[config.mk]
export PLATFORM = sky130hd
export DESIGN_NAME = compare_sweep_driver
export DESIGN_NICKNAME = d
export VERILOG_FILES = /design/src/rtl/compare_pkg.sv /design/src/rtl/compare_expect.sv /design/src/rtl/compare_sweep_driver.sv
export SDC_FILE = /design/constraint.sdc
export NUM_CORES = 1
export LEC_CHECK = 0
export CAP_MARGIN = 20
export CORE_ASPECT_RATIO = 2
export CORE_UTILIZATION = 47
export DETAILED_ROUTE_END_ITERATION = 16
export GPL_TIMING_DRIVEN = 0
export HOLD_SLACK_MARGIN = 0.06
export PLACE_DENSITY = 0.76
export SLEW_MARGIN = 10
export SYNTH_ARGS = -nofsm -noshare
export SYNTH_HDL_FRONTEND = slang
export SYNTH_SLANG_ARGS = --single-unit
[constraint.sdc]
create_clock -name clk -period 2.6 [get_ports clk]
set_clock_uncertainty 0.05 [all_clocks]
set_input_delay 0.52 -clock clk [delete_from_list [all_inputs] [get_ports clk]]
set_output_delay 0.52 -clock clk [all_outputs]
set_load 0.02 [all_outputs]
[src/rtl/compare_pkg.sv]
// Shared constants and state encoding for the comparator self-test sweep driver.
package compare_pkg;

  localparam int DEF_WIDTH  = 5;
  localparam int DEF_SETTLE = 2;

  localparam logic [1:0] ST_IDLE   = 2'd0;
  localparam logic [1:0] ST_SETTLE = 2'd1;
  localparam logic [1:0] ST_CHECK  = 2'd2;
  localparam logic [1:0] ST_DONE   = 2'd3;

  typedef enum logic [1:0] {
    S_IDLE   = ST_IDLE,
    S_SETTLE = ST_SETTLE,
    S_CHECK  = ST_CHECK,
    S_DONE   = ST_DONE
  } state_t;

endpackage

[src/rtl/compare_expect.sv]
// Combinational golden reference: the relation a correct magnitude comparator must report.
module compare_expect #(
  parameter int WIDTH = 5
) (
  input  logic [WIDTH-1:0] a,
  input  logic [WIDTH-1:0] b,
  output logic             exp_s,
  output logic             exp_ab,
  output logic             exp_bb
);

  assign exp_s  = (a == b);
  assign exp_ab = (a > b);
  assign exp_bb = (a < b);

endmodule

[src/rtl/compare_sweep_driver.sv]
// Self-test sequencer: walks every (A,B) operand pair through an external comparator,
// waits a settle time, then checks S/Ab/Bb and records mismatches.
module compare_sweep_driver
  import compare_pkg::*;
#(
  parameter int WIDTH  = DEF_WIDTH,
  parameter int SETTLE = DEF_SETTLE
) (
  input  logic               clk,
  input  logic               rst,
  input  logic               start,
  output logic [WIDTH-1:0]   a_out,
  output logic [WIDTH-1:0]   b_out,
  input  logic               s_in,
  input  logic               ab_in,
  input  logic               bb_in,
  output logic               busy,
  output logic               done,
  output logic               pass,
  output logic [2*WIDTH:0]   err_count,
  output logic               fail_valid,
  output logic [WIDTH-1:0]   first_fail_a,
  output logic [WIDTH-1:0]   first_fail_b
);

  localparam int CW = 2 * WIDTH;
  localparam int EW = 2 * WIDTH + 1;
  localparam int SW = (SETTLE < 1) ? 1 : $clog2(SETTLE + 1);

  state_t             state_q, state_d;
  logic [CW-1:0]      cnt_q, cnt_d;
  logic [SW-1:0]      settle_q, settle_d;
  logic [EW-1:0]      err_q, err_d;
  logic               fail_valid_q, fail_valid_d;
  logic [WIDTH-1:0]   ffa_q, ffa_d;
  logic [WIDTH-1:0]   ffb_q, ffb_d;

  logic exp_s, exp_ab, exp_bb;
  logic mismatch;

  compare_expect #(.WIDTH(WIDTH)) u_expect (
    .a      (a_out),
    .b      (b_out),
    .exp_s  (exp_s),
    .exp_ab (exp_ab),
    .exp_bb (exp_bb)
  );

  // Any disagreement counts, including responses that are not one-hot.
  assign mismatch = ({s_in, ab_in, bb_in} != {exp_s, exp_ab, exp_bb});

  always_ff @(posedge clk or posedge rst) begin
    if (rst) begin
      state_q      <= S_IDLE;
      cnt_q        <= '0;
      settle_q     <= '0;
      err_q        <= '0;
      fail_valid_q <= 1'b0;
      ffa_q        <= '0;
      ffb_q        <= '0;
    end else begin
      state_q      <= state_d;
      cnt_q        <= cnt_d;
      settle_q     <= settle_d;
      err_q        <= err_d;
      fail_valid_q <= fail_valid_d;
      ffa_q        <= ffa_d;
      ffb_q        <= ffb_d;
    end
  end

  always_comb begin
    state_d      = state_q;
    cnt_d        = cnt_q;
    settle_d     = settle_q;
    err_d        = err_q;
    fail_valid_d = fail_valid_q;
    ffa_d        = ffa_q;
    ffb_d        = ffb_q;

    case (state_q)
      S_IDLE, S_DONE: begin
        if (start) begin
          state_d      = S_SETTLE;
          cnt_d        = '0;
          settle_d     = SW'(SETTLE);
          err_d        = '0;
          fail_valid_d = 1'b0;
          ffa_d        = '0;
          ffb_d        = '0;
        end
      end
      S_SETTLE: begin
        settle_d = settle_q - SW'(1);
        if (settle_q <= SW'(1)) state_d = S_CHECK;
      end
      S_CHECK: begin
        if (mismatch) begin
          if (err_q != {EW{1'b1}}) err_d = err_q + EW'(1);
          if (!fail_valid_q) begin
            fail_valid_d = 1'b1;
            ffa_d        = a_out;
            ffb_d        = b_out;
          end
        end
        // The final pair leaves the operands parked at all-ones.
        if (cnt_q == {CW{1'b1}}) begin
          state_d = S_DONE;
        end else begin
          cnt_d    = cnt_q + CW'(1);
          settle_d = SW'(SETTLE);
          state_d  = S_SETTLE;
        end
      end
      default: state_d = S_IDLE;
    endcase
  end

  assign a_out        = cnt_q[CW-1:WIDTH];
  assign b_out        = cnt_q[WIDTH-1:0];
  assign busy         = (state_q == S_SETTLE) || (state_q == S_CHECK);
  assign done         = (state_q == S_DONE);
  assign pass         = done && (err_q == '0);
  assign err_count    = err_q;
  assign fail_valid   = fail_valid_q;
  assign first_fail_a = ffa_q;
  assign first_fail_b = ffb_q;

endmodule

# Word-level counts from Yosys, hierarchy flattened
# Index checks and enable logic that the tools add are counted.
[totals]
ff_bits = 36
in_bits = 6
[op_classes]
addsub = 3
order_cmp = 3
n_eq_ne = 13
mux = 24
reduce_logical = 12
[op_table]
columns = ["operator", "n"]
rows = [
  ["$mux W11", 3],
  ["$mux W5", 5],
  ["$pmux W11 S2", 1],
  ["$mux W10", 2],
  ["$pmux W10 S2", 1],
  ["$pmux W5 S2", 2],
  ["$ne A2 B2 Y1 const B", 6],
  ["$pmux W2 S3", 2],
  ["$add A11 B1 Y11 const B", 1],
  ["$logic_not A11 Y1", 1],
  ["$ne A11 B11 Y1 const B", 1],
  ["$add A10 B1 Y10 const B", 1],
  ["$eq A10 B10 Y1 const B", 1],
  ["$mux W2", 5],
  ["$reduce_and A4 Y1", 2],
  ["$reduce_and A3 Y1", 2],
  ["$eq A5 B5 Y1", 1],
  ["$gt A5 B5 Y1", 1],
  ["$lt A5 B5 Y1", 1],
  ["$eq A2 B2 Y1 const B", 2],
  ["$reduce_and A2 Y1", 2],
  ["$ne A3 B3 Y1", 1],
  ["$eq A2 B1 Y1 const B", 1],
  ["$le A2 B1 Y1 const B", 1],
  ["other kinds (8)", 9],
]

# Depth between registers and ports, before layout
[depth]
ltp_word = 4
depth_mapped = 10

# Cells and area by module
# Synthesis repeated with hierarchy kept, for this count alone.
[unflattened]
cells_unflattened = 249
area_unflattened_um2 = 2333.5
[by_module_without_submodules]
columns = ["mod", "n_inst", "cells_per_inst", "area_per_inst_um2", "seq_area_each_um2"]
rows = [
  ["compare_sweep_driver", 1, 229, 2190.9, 900.9],
  ["compare_expect", 1, 20, 142.6, 0.0],
]

# Least setup slack after synthesis
# OpenSTA, ideal clock, no wires.
[synth_path]
kind = "register to register"
from = "reg cnt_q[4]"
to = "reg err_q[9] (netlist: err_count[9])"
setup_ns = 0.126
arrival_time_ns = 2.519
path_slack_ns = -0.095
path_stages_with_launch = 10
path_buffers = 1
path_cell_list = "dfrtp_1 > inv_1 > ha_1 > nand4_1 > or2_1 > and3_1 > o2111a_1 > or3_1 > buf_6 > a221o_1"
[synth_between]
elab_chain_len = 4
[synth_lines]
columns = ["item", "line", "text"]
rows = [
  ["start, declared", "compare_sweep_driver.sv:31", "logic [CW-1:0] cnt_q, cnt_d;"],
  ["start signal, assigned", "compare_sweep_driver.sv:63", "cnt_q <= cnt_d;"],
  ["$lt A5 B5 Y1, or another cell as far along", "compare_expect.sv:14", "assign exp_bb = (a < b);"],
  ["$ne A3 B3 Y1 *", "compare_sweep_driver.sv:50", "assign mismatch = ({s_in, ab_in, bb_in} != {exp_s, exp_ab, exp_bb});"],
  ["$ne A2 B2 Y1 (no source line) *", "--", ""],
  ["$reduce_and A4 Y1 (no source line) *", "--", ""],
  ["end signal, assigned", "compare_sweep_driver.sv:65", "err_q <= err_d;"],
  ["end, declared", "compare_sweep_driver.sv:33", "logic [EW-1:0] err_q, err_d;"],
]
# Every way passes the cells marked *; elsewhere a longest branch is shown, timed or not.
# A chain may end at the register's enable or synchronous reset.

# Worst setup path in the final report
[layout_path]
from = "reg cnt_q[8]"
to = "reg err_q[9] (netlist: err_count[9])"
# Same word-level chain as after synthesis.

==> impl_table.tex <==
\begin{tabular}{lr}
\hline
Metric & Value \\
\hline
\multicolumn{2}{l}{\textbf{Status}} \\
Result of the run & complete, no violations \\
\multicolumn{2}{l}{\textbf{Cells and area}} \\
Fill cells & 362 \\
Area Growth Syn to Fin & 36.43\% \\
Area of all sequential standard cells & 912.1 um2 \\
Number of diodes & 0 \\
Total non-filler cell area in the finished layout & between 0.002 and 0.003 mm2 \\
Fraction of layout instances using a drive strength above 1 & 17.85\% \\
Final \#Nets & 315 \\
Area of the multi-input gates & 0.001194 mm2 \\
\multicolumn{2}{l}{\textbf{Global route}} \\
Via count of the first global-routing pass & 2,061 \\
Antenna violations before repair & 0 \\
Maximum number of pins on one net before global-route repair & 37 \\
Overall routing resource usage & 26.21\% \\
Total overflow reported by the global router & 0 \\
Wire length of the first global-routing pass & 9.570 mm \\
\multicolumn{2}{l}{\textbf{Synthesis}} \\
Synthesized flop and latch total & 36 \\
Synth Instances & 237 \\
Number of warnings reported in the yosys synthesis log & 0 \\
Nets in the synthesized netlist & 256 \\
Cell Area, Synth & 0.002126 mm2 \\
Part of the Yosys area used for sequential elements & 42.38\% \\
Count of flip-flops with a built-in enable after synthesis & 0 \\
Fraction of registers with async set/reset & 100.0\% \\
Dominant cell type by area after synthesis & dfrtp\_1 \\
Largest cells by area after synthesis & dfrtp\_1, ha\_1, nand2\_1 \\
Synth cell types & between 40 and 50 \\
Synthesized area per cell & 8.970 um2 \\
Share of Yosys cell area claimed by the top area cell type & 42.38\% \\
Synth Flop Type & dfrtp\_1 \\
\multicolumn{2}{l}{\textbf{Die}} \\
Height of the die & 97.11 um \\
Die area & 0.004812 mm2 \\
Number of primary I/O pins & 41 \\
Initial Utilization & 48.99\% \\
Number of standard-cell rows in the floorplan & 34 \\
Placeable core region & 0.004339 mm2 \\
Die extent in x & 49.56 um \\
\multicolumn{2}{l}{\textbf{Detailed routing}} \\
Mean number of vias per cell & approximately 5.8 \\
Via count & 2,042 \\
Antenna viol nets, final & 0 \\
Pre-Repair DR Iteration Count & 4 \\
Routed wire length & 5.707 mm \\
Remaining design rule violation count & 0 \\
DRC marker count from the first detailed-route iteration & 42 \\
Routed length per instance & 16.26 um \\
\multicolumn{2}{l}{\textbf{Place}} \\
Count of buffers from port buffering & 40 \\
Area post-placement & 0.002600 mm2 \\
Setup slack after placement & -0.1075 ns \\
DP Wirelength & 3.827 mm \\
RD Place Congestion & 0.9271 \\
\multicolumn{2}{l}{\textbf{Timing}} \\
Transition time of the tightest slew-check pin & 0.7906 ns \\
Max-slew violation count & 0 \\
Unrepaired setup endpoints after global routing & true \\
Worst-case headroom to the max-slew limit & 45.79\% \\
Upper clock frequency limit & just under 400 MHz \\
Final number of setup-violating endpoints & 0 \\
Min setup slack post-route & 0.05394 ns \\
Post-route fraction of the period consumed by the critical path & between 90\% and 100\% \\
Hold Fails Final Rpt & 0 \\
Tmin final & 2.546 ns \\
\multicolumn{2}{l}{\textbf{CTS}} \\
Clock tree sinks & 36 \\
Clock transition at the register clock pins on the worst setup and hold paths after CTS & 0.08 ns \\
Number of buffers between clock root and the deepest sink & 2 \\
Latest clock arrival within the worst-skew pair & 0.29 ns \\
Count of H-tree levels built during CTS & 2 \\
TritonCTS clock tree & built \\
Number of buffers added by the clock tree synthesis step & 5 \\
Master cell of the clock root buffer & clkbuf\_8 \\
Hold Buf Count CTS & 0 \\
\multicolumn{2}{l}{\textbf{Setup path}} \\
Reg2Reg Launch Point & cnt\_q[8]\$\_DFFE\_PP0P\_ \\
Sort of element at the start of the critical path & register \\
Critical path class & reg2reg \\
Worst EP arrival & 2.68 ns \\
Worst-path fanout max & 7 \\
Critical path launch point & cnt\_q[8]\$\_DFFE\_PP0P\_ \\
Type of destination of the critical path & register \\
Worst path required time & around 2.7 ns \\
\multicolumn{2}{l}{\textbf{Worst hold path}} \\
HP Class & reg2reg \\
Startpoint of the worst hold path & settle\_q[0]\$\_DFFE\_PP0P\_ \\
\multicolumn{2}{l}{\textbf{Power}} \\
Leakage dissipation & 0.001305 uW \\
Maximum VDD drop & 0.5426 mV \\
Pwr dens & 739.4 mW/mm2 \\
\multicolumn{2}{l}{\textbf{Run}} \\
Max-cap check violation count & 0 \\
\hline
\end{tabular}
[synthesized netlist by cell type, drive strengths merged (3+ instances only)]
master / number
clkbuf: 7
a21o: 3
mux2i: 13
or3: 8
or2: 3
nand2: 38
ha: 13
o21ai: 16
nor4: 3
nand3: 9
nor2: 9
a22o: 3
nor3: 4
dfrtp: 36
o31ai: 4
a21oi: 7
and3: 5
inv: 24
[path summary, 6_finish.rpt]
path / end / slack (ns) / cells past startpoint
setup reg to reg: err_count[9]$_DFFE_PP0P_ / 0.05 / 9
hold / removal: settle_q[0]$_DFFE_PP0P_ / 0.46 / 2
hold reg to reg: settle_q[0]$_DFFE_PP0P_ / 0.46 / 2
min in group asynchronous: first_fail_a[3]$_DFFE_PP0P_ / 0.63 / 2
max in group asynchronous: cnt_q[5]$_DFFE_PP0P_ / 1.32 / 2
setup / recovery: err_count[9]$_DFFE_PP0P_ / 0.05 / 9
[through the flow]
step	utilization (%)	TNS, ns	power (uW)	cells	hold WS (ns)
6_report	66.84	0	2145	351	0.4635
5_1_grt	66.84	-0.04729	2270	351	0.4982
4_1_cts	65.40	0	2092	350	0.4683
3_5_place_dp	59.92	-0.1983	1633	331	0.4505
3_3_place_gp	59.92	-0.1560	1613	331	0.4356
2_1_floorplan	-	0	1348	237	0.4168
[final cells by class]
class                   count  area share [%]
clock inverters             2          0.3451
well taps                  54           2.330
multi-input cells         168           41.16
repair buffers             53           17.17
clock buffers               6           2.847
plain buffers               8           1.596
flip-flops and latches     36           31.45
inverters                  24           3.106
[logic make-up after synthesis]
group                      count (synthesis)  synth area share, %
adders and majority gates                 13                7.652
and+or+nand+nor                           95                22.60
AOI/OAI and AO/OA                         44                13.66
xor gates and xnor gates                   2               0.8242
muxes                                     14                6.651
DFF                                       36                42.38
buffers and inverters                     33                6.239
[repair_timing]
item | in CTS | in global routing
pin swaps | 3 | 5
resized for setup | 12 | 16
setup endpoints to repair | 7 | 24
hold endpoints to repair | 0 | 0
buffers inserted | 11 | 2
[metal layers]
layer | wire (um) | vias to the layer above | share of wire [%] | GRT usage [%]
met5 | 0 | - | 0 | 0
li1 | - | 946 | - | -
met3 | 219 | 30 | 3.8 | 3.130
met1 | 2118 | 980 | 37 | 27.52
met2 | 3030 | 86 | 53 | 46.88
met4 | 338 | 0 | 5.9 | 16.92
[registers in the layout, summed over array words and instances (netlist names)]
register      flops
cnt_q            10
first_fail_b      5
first_fail_a      5
fail_valid        1
settle_q          2
err_count        11
state_q           2
[critical path, stage by stage (launching register included)]
cell and delay (ns):
dfrtp_2 0.45, ha_4 0.28, nand4_1 0.10, buf_4 0.17
o221ai_4 0.21, a21oi_2 0.07, o2111a_1 0.28, or3_1 0.33
buf_6 0.15, a221o_1 0.34
[cells in the final DEF (no fill, tap or decap), types with 2 or more instances in the layout]
master           count
xor2_1               2
clkbuf_8             6
a21oi_2              3
nand3_1              8
a211o_1              2
clkdlybuf4s50_1     39
o31ai_1              4
or2_2                2
o21ai_0             15
ha_1                10
o22ai_1              2
buf_6                2
a21o_1               3
ha_4                 3
nor4b_1              2
or3_1                8
clkbuf_1             5
dfrtp_1             27
inv_2                4
nand3b_1             2
a21oi_1              4
nor4_1               2
buf_4               13
nand2_1             38
nand4_1              2
mux2i_1             13
a22o_1               3
nand4b_1             2
and3_1               5
nor3b_1              2
dfrtp_2              9
nor2_1               9
inv_1               20
clkinv_2             2
nor3_1               3
nor2b_1              2
[report_power, final]
group / internal (uW) / switching, uW
clock network: 212 / 210
logic: 460 / 580
registers: 617 / 65.2
Power figures use the tool's default switching activity.
